$ cat src/rtl/llc_req_arbiter_if.sv
// llc_req_arbiter_if: request/LLC bus bundle for the LLC front-end arbiter
// Signals: cpu/snp/mnt valid-op(-addr)-ready request channels, llc_op/llc_addr/llc_hold
// LLC side, busy/illegal_op status and stat_cpu/stat_snp/stat_hold counters.
// Modports: slave = arbiter side, master = agents/LLC side.
interface llc_req_arbiter_if #(
    parameter int STAT_W = 16
);
    logic              cpu_valid;
    logic [3:0]        cpu_op;
    logic [31:0]       cpu_addr;
    logic              cpu_ready;
    logic              snp_valid;
    logic [3:0]        snp_op;
    logic [31:0]       snp_addr;
    logic              snp_ready;
    logic              mnt_valid;
    logic [3:0]        mnt_op;
    logic              mnt_ready;
    logic [3:0]        llc_op;
    logic [31:0]       llc_addr;
    logic              llc_hold;
    logic              busy;
    logic              illegal_op;
    logic [STAT_W-1:0] stat_cpu;
    logic [STAT_W-1:0] stat_snp;
    logic [STAT_W-1:0] stat_hold;

    modport slave (
        input  cpu_valid, cpu_op, cpu_addr, snp_valid, snp_op, snp_addr,
               mnt_valid, mnt_op, llc_hold,
        output cpu_ready, snp_ready, mnt_ready, llc_op, llc_addr, busy,
               illegal_op, stat_cpu, stat_snp, stat_hold
    );

    modport master (
        output cpu_valid, cpu_op, cpu_addr, snp_valid, snp_op, snp_addr,
               mnt_valid, mnt_op, llc_hold,
        input  cpu_ready, snp_ready, mnt_ready, llc_op, llc_addr, busy,
               illegal_op, stat_cpu, stat_snp, stat_hold
    );
endinterface

$ cat src/rtl/llc_req_arbiter.sv
// llc_req_arbiter: merges CPU, snoop and maintenance requests into one LLC op/addr stream
// Ports: clk, rst_n (async active-low), bus (llc_req_arbiter_if.slave):
//   request channels in, combinational readies out, registered llc_op/llc_addr,
//   llc_hold in, busy/illegal_op status, stat_* counters.
// Optional: define LLC_ARB_STATS_EN to build the saturating statistics counters;
//   otherwise the stat ports are tied to zero.
module llc_req_arbiter #(
    parameter logic [3:0] IDLE_OP        = 4'd8,
    parameter int         MAX_SNP_STREAK = 4,
    parameter int         STAT_W         = 16
) (
    input logic                clk,
    input logic                rst_n,
    llc_req_arbiter_if.slave   bus
);
    localparam int SW = $clog2(MAX_SNP_STREAK + 1);

    typedef enum logic [1:0] {IDLE, ISSUE, HOLD} state_t;

    state_t          state_q, state_d;
    logic [3:0]      op_q, op_d;
    logic [31:0]     addr_q, addr_d;
    logic            ill_q, ill_d;
    logic [SW-1:0]   streak_q, streak_d;
    logic            acc, force_cpu, gnt_mnt, gnt_snp, gnt_cpu;
    logic            ok_mnt, ok_snp, ok_cpu, issue;
    logic [3:0]      nxt_op;
    logic [31:0]     nxt_addr;

    always_comb begin
        acc       = (state_q == IDLE) || (state_q == ISSUE && !bus.llc_hold) || (state_q == HOLD);
        // a CPU request starved by MAX_SNP_STREAK snoop grants overrides snoop priority
        force_cpu = bus.cpu_valid && (streak_q == SW'(MAX_SNP_STREAK));
        gnt_mnt   = acc && bus.mnt_valid;
        gnt_snp   = acc && !bus.mnt_valid && bus.snp_valid && !force_cpu;
        gnt_cpu   = acc && !bus.mnt_valid && bus.cpu_valid && (!bus.snp_valid || force_cpu);
        ok_mnt    = gnt_mnt && (bus.mnt_op == 4'd8 || bus.mnt_op == 4'd9);
        ok_snp    = gnt_snp && bus.snp_op >= 4'd3 && bus.snp_op <= 4'd6;
        ok_cpu    = gnt_cpu && bus.cpu_op <= 4'd2;
        issue     = ok_mnt || ok_snp || ok_cpu;
        nxt_op    = ok_mnt ? bus.mnt_op : ok_snp ? bus.snp_op : bus.cpu_op;
        nxt_addr  = ok_mnt ? 32'd0 : ok_snp ? bus.snp_addr : bus.cpu_addr;
        state_d   = (state_q == ISSUE && bus.llc_hold) ? HOLD : issue ? ISSUE : IDLE;
        // outside the accept window the current op is being held on the LLC
        op_d      = !acc ? op_q : issue ? nxt_op : IDLE_OP;
        addr_d    = issue ? nxt_addr : addr_q;
        // accepted but out of range: consumed without issue
        ill_d     = (gnt_mnt || gnt_snp || gnt_cpu) && !issue;
        streak_d  = (!bus.cpu_valid || ok_cpu) ? '0 :
                    (ok_snp && streak_q != SW'(MAX_SNP_STREAK)) ? streak_q + SW'(1) : streak_q;
    end

    always_ff @(posedge clk or negedge rst_n) begin
        if (!rst_n) begin
            state_q  <= IDLE;
            op_q     <= IDLE_OP;
            addr_q   <= '0;
            ill_q    <= 1'b0;
            streak_q <= '0;
        end else begin
            state_q  <= state_d;
            op_q     <= op_d;
            addr_q   <= addr_d;
            ill_q    <= ill_d;
            streak_q <= streak_d;
        end
    end

    assign bus.cpu_ready  = gnt_cpu;
    assign bus.snp_ready  = gnt_snp;
    assign bus.mnt_ready  = gnt_mnt;
    assign bus.llc_op     = op_q;
    assign bus.llc_addr   = addr_q;
    assign bus.busy       = state_q != IDLE;
    assign bus.illegal_op = ill_q;

`ifdef LLC_ARB_STATS_EN
    logic [STAT_W-1:0] scpu_q, scpu_d, ssnp_q, ssnp_d, shold_q, shold_d;

    always_comb begin
        scpu_d  = scpu_q + STAT_W'(ok_cpu && !(&scpu_q));
        ssnp_d  = ssnp_q + STAT_W'(ok_snp && !(&ssnp_q));
        shold_d = shold_q + STAT_W'(state_q == HOLD && !(&shold_q));
    end

    always_ff @(posedge clk or negedge rst_n) begin
        if (!rst_n) begin
            scpu_q  <= '0;
            ssnp_q  <= '0;
            shold_q <= '0;
        end else begin
            scpu_q  <= scpu_d;
            ssnp_q  <= ssnp_d;
            shold_q <= shold_d;
        end
    end

    assign bus.stat_cpu  = scpu_q;
    assign bus.stat_snp  = ssnp_q;
    assign bus.stat_hold = shold_q;
`else
    assign bus.stat_cpu  = {STAT_W{1'b0}};
    assign bus.stat_snp  = {STAT_W{1'b0}};
    assign bus.stat_hold = {STAT_W{1'b0}};
`endif
endmodule

$ cat src/flat_wrapper.sv
// flat-port wrapper written by rule: the top's interface ports become plain ports
module llc_req_arbiter_flat 
#(
    parameter logic [3:0] IDLE_OP        = 4'd8,
    parameter int         MAX_SNP_STREAK = 4,
    parameter int         STAT_W         = 16
)
  (clk, rst_n, bus_cpu_valid, bus_cpu_op, bus_cpu_addr, bus_snp_valid, bus_snp_op, bus_snp_addr, bus_mnt_valid, bus_mnt_op, bus_llc_hold, bus_cpu_ready, bus_snp_ready, bus_mnt_ready, bus_llc_op, bus_llc_addr, bus_busy, bus_illegal_op, bus_stat_cpu, bus_stat_snp, bus_stat_hold);
  llc_req_arbiter_if #(.STAT_W(STAT_W)) bus_i ();
  input logic clk;
  input logic rst_n;
  input wire logic [$bits(bus_i.cpu_valid)-1:0] bus_cpu_valid;
  input wire logic [$bits(bus_i.cpu_op)-1:0] bus_cpu_op;
  input wire logic [$bits(bus_i.cpu_addr)-1:0] bus_cpu_addr;
  input wire logic [$bits(bus_i.snp_valid)-1:0] bus_snp_valid;
  input wire logic [$bits(bus_i.snp_op)-1:0] bus_snp_op;
  input wire logic [$bits(bus_i.snp_addr)-1:0] bus_snp_addr;
  input wire logic [$bits(bus_i.mnt_valid)-1:0] bus_mnt_valid;
  input wire logic [$bits(bus_i.mnt_op)-1:0] bus_mnt_op;
  input wire logic [$bits(bus_i.llc_hold)-1:0] bus_llc_hold;
  output wire logic [$bits(bus_i.cpu_ready)-1:0] bus_cpu_ready;
  output wire logic [$bits(bus_i.snp_ready)-1:0] bus_snp_ready;
  output wire logic [$bits(bus_i.mnt_ready)-1:0] bus_mnt_ready;
  output wire logic [$bits(bus_i.llc_op)-1:0] bus_llc_op;
  output wire logic [$bits(bus_i.llc_addr)-1:0] bus_llc_addr;
  output wire logic [$bits(bus_i.busy)-1:0] bus_busy;
  output wire logic [$bits(bus_i.illegal_op)-1:0] bus_illegal_op;
  output wire logic [$bits(bus_i.stat_cpu)-1:0] bus_stat_cpu;
  output wire logic [$bits(bus_i.stat_snp)-1:0] bus_stat_snp;
  output wire logic [$bits(bus_i.stat_hold)-1:0] bus_stat_hold;
  assign bus_i.cpu_valid = bus_cpu_valid;
  assign bus_i.cpu_op = bus_cpu_op;
  assign bus_i.cpu_addr = bus_cpu_addr;
  assign bus_i.snp_valid = bus_snp_valid;
  assign bus_i.snp_op = bus_snp_op;
  assign bus_i.snp_addr = bus_snp_addr;
  assign bus_i.mnt_valid = bus_mnt_valid;
  assign bus_i.mnt_op = bus_mnt_op;
  assign bus_i.llc_hold = bus_llc_hold;
  assign bus_cpu_ready = bus_i.cpu_ready;
  assign bus_snp_ready = bus_i.snp_ready;
  assign bus_mnt_ready = bus_i.mnt_ready;
  assign bus_llc_op = bus_i.llc_op;
  assign bus_llc_addr = bus_i.llc_addr;
  assign bus_busy = bus_i.busy;
  assign bus_illegal_op = bus_i.illegal_op;
  assign bus_stat_cpu = bus_i.stat_cpu;
  assign bus_stat_snp = bus_i.stat_snp;
  assign bus_stat_hold = bus_i.stat_hold;
  llc_req_arbiter #(.IDLE_OP(IDLE_OP), .MAX_SNP_STREAK(MAX_SNP_STREAK), .STAT_W(STAT_W)) u_core (.clk(clk), .rst_n(rst_n), .bus(bus_i));
endmodule
$ cat config.mk
export PLATFORM = sky130hd
export DESIGN_NAME = llc_req_arbiter_flat
export DESIGN_NICKNAME = d
export VERILOG_FILES = /design/src/rtl/llc_req_arbiter_if.sv /design/src/rtl/llc_req_arbiter.sv /design/src/flat_wrapper.sv
export SDC_FILE = /design/constraint.sdc
export NUM_CORES = 1
export LEC_CHECK = 0
export BUFFER_PORTS_ARGS = -buffer_cell sky130_fd_sc_hd__buf_2
export CAP_MARGIN = 10
export CORE_MARGIN = 1.5
export CORE_UTILIZATION = 48
export DETAILED_ROUTE_END_ITERATION = 7
export PLACE_DENSITY = 0.9
export SYNTH_ARGS = -nofsm -noshare
export SYNTH_HDL_FRONTEND = slang
export SYNTH_SLANG_ARGS = --single-unit
$ cat constraint.sdc
create_clock -name clk -period 4.65 [get_ports clk]
set_clock_uncertainty 0.2 [all_clocks]
set_input_delay 0.2325 -clock clk [delete_from_list [all_inputs] [get_ports clk]]
set_output_delay 0.2325 -clock clk [all_outputs]
set_load 0.005 [all_outputs]
Word level (Yosys, flattened, before mapping)
Index checks and enable logic that the tools add are counted.
{"block": "word_totals", "word_cells": 57, "in_bits": 82, "register_bits": 42}
{"block": "op_classes", "reduce_logical": 33, "magnitude_cmp": 3, "n_addsub": 1, "muxes": 9, "eq_ne": 6}
{"operator": "2-to-1 mux 32 bit", "n": 2}
{"operator": "logical AND 1 bit", "n": 15}
{"operator": "2-to-1 mux 4 bit", "n": 3}
{"operator": "logical OR 1 bit", "n": 9}
{"operator": "== test 4 bit (second input constant)", "n": 2}
{"operator": "zero test 1 bit", "n": 6}
{"operator": "2-to-1 mux 3 bit", "n": 2}
{"operator": ">= comparator 4 x 2 -> 1 bit (second input constant)", "n": 1}
{"operator": "less-or-equal comparator 4 x 2 -> 1 bit (second input constant)", "n": 1}
{"operator": "less-or-equal comparator 4 x 3 -> 1 bit (second input constant)", "n": 1}
{"operator": "nonzero test 2 bit", "n": 2}
{"operator": "adder 3 x 1 -> 3 bit (second input constant)", "n": 1}
{"operator": "== test 3 bit (second input constant)", "n": 1}
{"operator": "!= test 3 bit (second input constant)", "n": 1}
{"operator": "== test 2 x 1 -> 1 bit (second input constant)", "n": 1}
{"operator": "== test 2 bit (second input constant)", "n": 1}
{"operator": "zero test 2 bit", "n": 1}
{"operator": "2-to-1 mux 2 bit", "n": 1}
{"operator": "2-to-1 mux 1 bit", "n": 1}

Longest topological paths before layout
{"block": "depth", "depth_word": 13, "mapped_depth": 8, "mapped_depth_nobuf": 6}

Least setup slack after synthesis
OpenSTA, ideal clock, no wires.
{"block": "synth_timing", "path_type": "register to register", "from": "reg u_core.streak_q[0]", "to": "reg u_core.addr_q[0], in the netlist u_core.bus.llc_addr[0]", "arrival_time_ns": 1.733, "path_slack_ns": 2.566, "period_less_slack_ns": 2.084, "setup_time_ns": 0.151, "stages_incl_launch_ff": 9, "path_cell_list": "dfrtp_1 -> inv_1 -> ha_1 -> a21boi_1 -> or4_1 -> buf_2 -> buf_6 -> nand2_2 -> a311oi_2"}
{"block": "synth_between", "elab_chain_len": 8}
{"element": "start, declared", "line_no": "llc_req_arbiter.sv:24", "source": "logic [SW-1:0] streak_q, streak_d;"}
{"element": "start signal, assigned", "line_no": "llc_req_arbiter.sv:65", "source": "streak_q <= streak_d;"}
{"element": "== test 3 bit *", "line_no": "llc_req_arbiter.sv:33", "source": "force_cpu = bus.cpu_valid && (streak_q == SW'(MAX_SNP_STREAK));"}
{"element": "logical AND 1 bit *", "line_no": "llc_req_arbiter.sv:33"}
{"element": "zero test 1 bit", "line_no": "llc_req_arbiter.sv:35", "source": "gnt_snp = acc && !bus.mnt_valid && bus.snp_valid && !force_cpu;"}
{"element": "logical AND 1 bit", "line_no": "llc_req_arbiter.sv:35"}
{"element": "logical AND 1 bit (2 in a row)", "line_no": "llc_req_arbiter.sv:38", "source": "ok_snp = gnt_snp && bus.snp_op >= 4'd3 && bus.snp_op <= 4'd6;"}
{"element": "2-to-1 mux 32 bit or logical OR 1 bit (tied branches) (2 in a row)", "line_no": "llc_req_arbiter.sv:42, llc_req_arbiter.sv:40"}
{"element": "end signal, assigned", "line_no": "llc_req_arbiter.sv:63", "source": "addr_q <= addr_d;"}
{"element": "end, declared", "line_no": "llc_req_arbiter.sv:22", "source": "logic [31:0] addr_q, addr_d;"}
Every way passes the cells marked *; elsewhere a longest branch is shown, timed or not.
A chain may end at the register's enable or synchronous reset.

Worst setup path after layout
{"block": "layout_timing", "from": "in bus_llc_hold", "to": "reg u_core.addr_q[15], in the netlist u_core.bus.llc_addr[15]"}
{"block": "layout_between", "elab_chain_len": 11}
{"element": "start, declared", "line_no": "flat_wrapper.sv:20", "source": "input wire logic [$bits(bus_i.llc_hold)-1:0] bus_llc_hold;"}
{"element": "zero test 1 bit *", "line_no": "llc_req_arbiter.sv:31", "source": "acc = (state_q == IDLE) || (state_q == ISSUE && !bus.llc_hold) || (state_q == HOLD);"}
{"element": "logical AND 1 bit *", "line_no": "llc_req_arbiter.sv:31"}
{"element": "logical OR 1 bit * (2 in a row)", "line_no": "llc_req_arbiter.sv:31"}
{"element": "logical AND 1 bit", "line_no": "llc_req_arbiter.sv:35, llc_req_arbiter.sv:36"}
{"element": "logical AND 1 bit (2 in a row)", "line_no": "llc_req_arbiter.sv:35"}
{"element": "logical AND 1 bit (2 in a row)", "line_no": "llc_req_arbiter.sv:38"}
{"element": "2-to-1 mux 32 bit or logical OR 1 bit (tied branches) (2 in a row)", "line_no": "llc_req_arbiter.sv:42, llc_req_arbiter.sv:40"}
Marks and branches as above.

==> metrics.csv <==
metric,value,unit
clock insertion delay at the later pin of the skew report,290,ps
Post-synth EDFFs,0,
setup violators final,0,
Residual DRC,0,
total CTS buffers,5,
placed insts,475,
H-tree depth,2,
met3 WL post-DR,508,µm
Final Non-Filler Cells,485,
"Min Clock Period, post-route",3090,ps
Final #Nets,494,
post-synth cell types,43,
type of origin of the critical path,primary input,
clock root buffer,clkbuf_8,
wire per inst,14.8,µm
syn avg cell area,9.63,µm²
Max Slew Vio Count,0,
Routed Antenna Nets,0,
total core area,5890,µm²
Syn Inst Count,301,
largest net degree at the start of global routing,47,
R2R cell count,4,
Multi-input gate area,1500,µm²
DP HPWL,5.04,mm
CP Data Required Time,4550,ps
DP Worst Slack,1750,ps
first-pass GRT wire length,11.1,mm
RePlAce Congestion,0.740,
vias per inst,5.20,
DR top layer,met4,
Hold Fails Final Rpt,0,
layout cells sized above 1,0.461,
TritonCTS clock tree,yes,
met2 WL,3.71,mm
Setup TNS Final,0,ps
Max Fclk,0.324,GHz
Layout Utilization,0.576,
RSZ-0062 raised after global routing,false,
worst vdd ir,0.000164,V
initial antenna violation count,0,
crit path DAT,2990,ps
worst rel slew slack,0.300,
Layout area overhead,16.9,%
filler instances,542,
power density cells,299,nW/µm²
Main synth FF type,dfrtp_1,
Die Y-Extent,80.7,µm
Die Wd,80.7,µm
drt first pass iters,4,
status,finished clean,
leakage,1.66,nW
async set or reset register ratio after synthesis,1.00,
CP Class,primary input to flop,
Synth Warn #,0,
met1 wire length,2.93,mm
# diodes,0,
storage element area,1050,µm²
largest fanout on the critical path,46,
GR Util All Layers,0.225,
Hold Path Stages,3,
routed wire length,7.19,mm
Max Cap Viol,0,
IO buf count,122,
I/O pin count,171,
Slew @ Worst Pin,1050,ps
Initial Util,0.493,
total clock sinks,42,
DIE AREA,6510,µm²
Worst Setup End Kind,flop,
floorplan row count,28,
Post-Syn Area,2900,µm²
worst min-delay path category,primary input to flop,
fin crit share,0.664,
Vias,2523,
sequential fraction of the synthesis area,0.363,
grt ovf,0,
reg2reg setup slack,1740,ps
Setup WS post-layout,1560,ps
Initial DRC Count,97,
vias in the first global route,2455,
clock slew at reported path FFs,70,ps
clk buf depth,2,
Synth Register Bits,42,
-- Yosys cell counts (2+ instances only) --
library cell	number	area (µm²)
buf_6	8	90.1
ha_1	2	25.0
nand2_2	20	125
nor3_1	37	185
buf_2	6	30.0
dfrtp_1	41	1030
nand2b_1	3	18.8
a311oi_1	2	17.5
nand2_1	55	206
clkbuf_1	9	33.8
o21ai_1	3	15.0
nor2_1	3	11.3
inv_1	3	11.3
buf_4	48	360
a221o_1	2	20.0
mux2i_1	2	20.0
nand3b_1	2	15.0
a311oi_2	30	450
-- stage by stage --
| step | cell area, µm² | hold WS [ps] | total power [mW] |
|---|---|---|---|
| 2_1_floorplan | 3080 | -263 | 0.686 |
| 3_3_place_gp | 3280 | 218 | 0.781 |
| 3_5_place_dp | 3280 | 233 | 0.796 |
| 4_1_cts | 3390 | 18.9 | 1.02 |
| 5_1_grt | 3390 | 27.9 | 1.08 |
| 6_report | 3390 | 29.8 | 1.01 |
-- state kept, by name, summed over array words and instances (netlist names) --
register and count:
u_core.bus.llc_addr 32, u_core.streak_q 3, u_core.state_q 2, u_core.bus.illegal_op 1, u_core.bus.llc_op 4
-- worst max-delay path, cell delays in order --
cell           delay [ps]
dlygate4sd3_1         530
buf_2                 130
o21a_2                490
or4_2                1220
nand2_1               240
a311oi_2              120
-- cell type report --
cell class	instances	share of cell area
multi-input combinational	231	0.443
sequential	42	0.310
timing repair buffer	127	0.193
tap	75	0.0277
clock buffer	7	0.0225
inverter	3	0.00332
-- kinds of logic after synthesis --
| group | after synthesis | synth area share |
|---|---|---|
| XOR/XNOR | 1 | 0.00302 |
| AO/OA/AOI/OAI | 48 | 0.211 |
| multiplexers | 2 | 0.00691 |
| AND/OR/NAND/NOR | 130 | 0.224 |
| flip-flops | 42 | 0.363 |
| adder cells (fa/ha/maj) | 2 | 0.00863 |
| buffers and inverters | 75 | 0.183 |
| other | 1 | 0.00129 |
-- timing repair --
action,CTS,global route
setup buffers,0,0
hold endpoints to repair,43,0
hold buffers,3,0
resized for setup,0,0
-- cell usage in the layout, fill, tap and decap left out, types with 3 or more instances in the layout --
cell and n:
buf_2 122, nand2_1 55, conb_1 48, dfrtp_1 41, nor3_1 37, a311oi_2 30, nand2_2 20, clkbuf_8 5
inv_1 3, o21ai_1 3, nor2_1 3, dlygate4sd3_1 3
-- power breakdown --
| part | switching, mW | internal [mW] | leakage (nW) | total [mW] |
|---|---|---|---|---|
| clock network | 0.116 | 0.103 | 0.0383 | 0.219 |
| registers | 0.0493 | 0.435 | 0.527 | 0.484 |
| logic | 0.141 | 0.168 | 1.09 | 0.309 |
-- metal layers --
layer,up-vias,track usage
li1,1180,-
met1,1203,0.259
met2,131,0.413
met3,9,0.0511
met4,0,0.0638
met5,-,0
-- path summary, 6_finish.rpt --
| kind | startpoint | endpoint |
|---|---|---|
| worst min-delay path | bus_cpu_addr[11] | u_core.bus.llc_addr[11]$_DFFE_PN0P_ |
| worst max register to register | u_core.state_q[1]$_DFF_PN0_ | u_core.bus.llc_addr[15]$_DFFE_PN0P_ |
| worst min register to register | u_core.state_q[1]$_DFF_PN0_ | u_core.state_q[1]$_DFF_PN0_ |
| min in group asynchronous | rst_n | u_core.bus.llc_op[0]$_DFFE_PN0N_ |
| max in group asynchronous | rst_n | u_core.bus.llc_addr[6]$_DFFE_PN0P_ |
| worst max-delay path | bus_llc_hold | u_core.bus.llc_addr[15]$_DFFE_PN0P_ |
No activity file was read; power rests on OpenSTA's default activity.
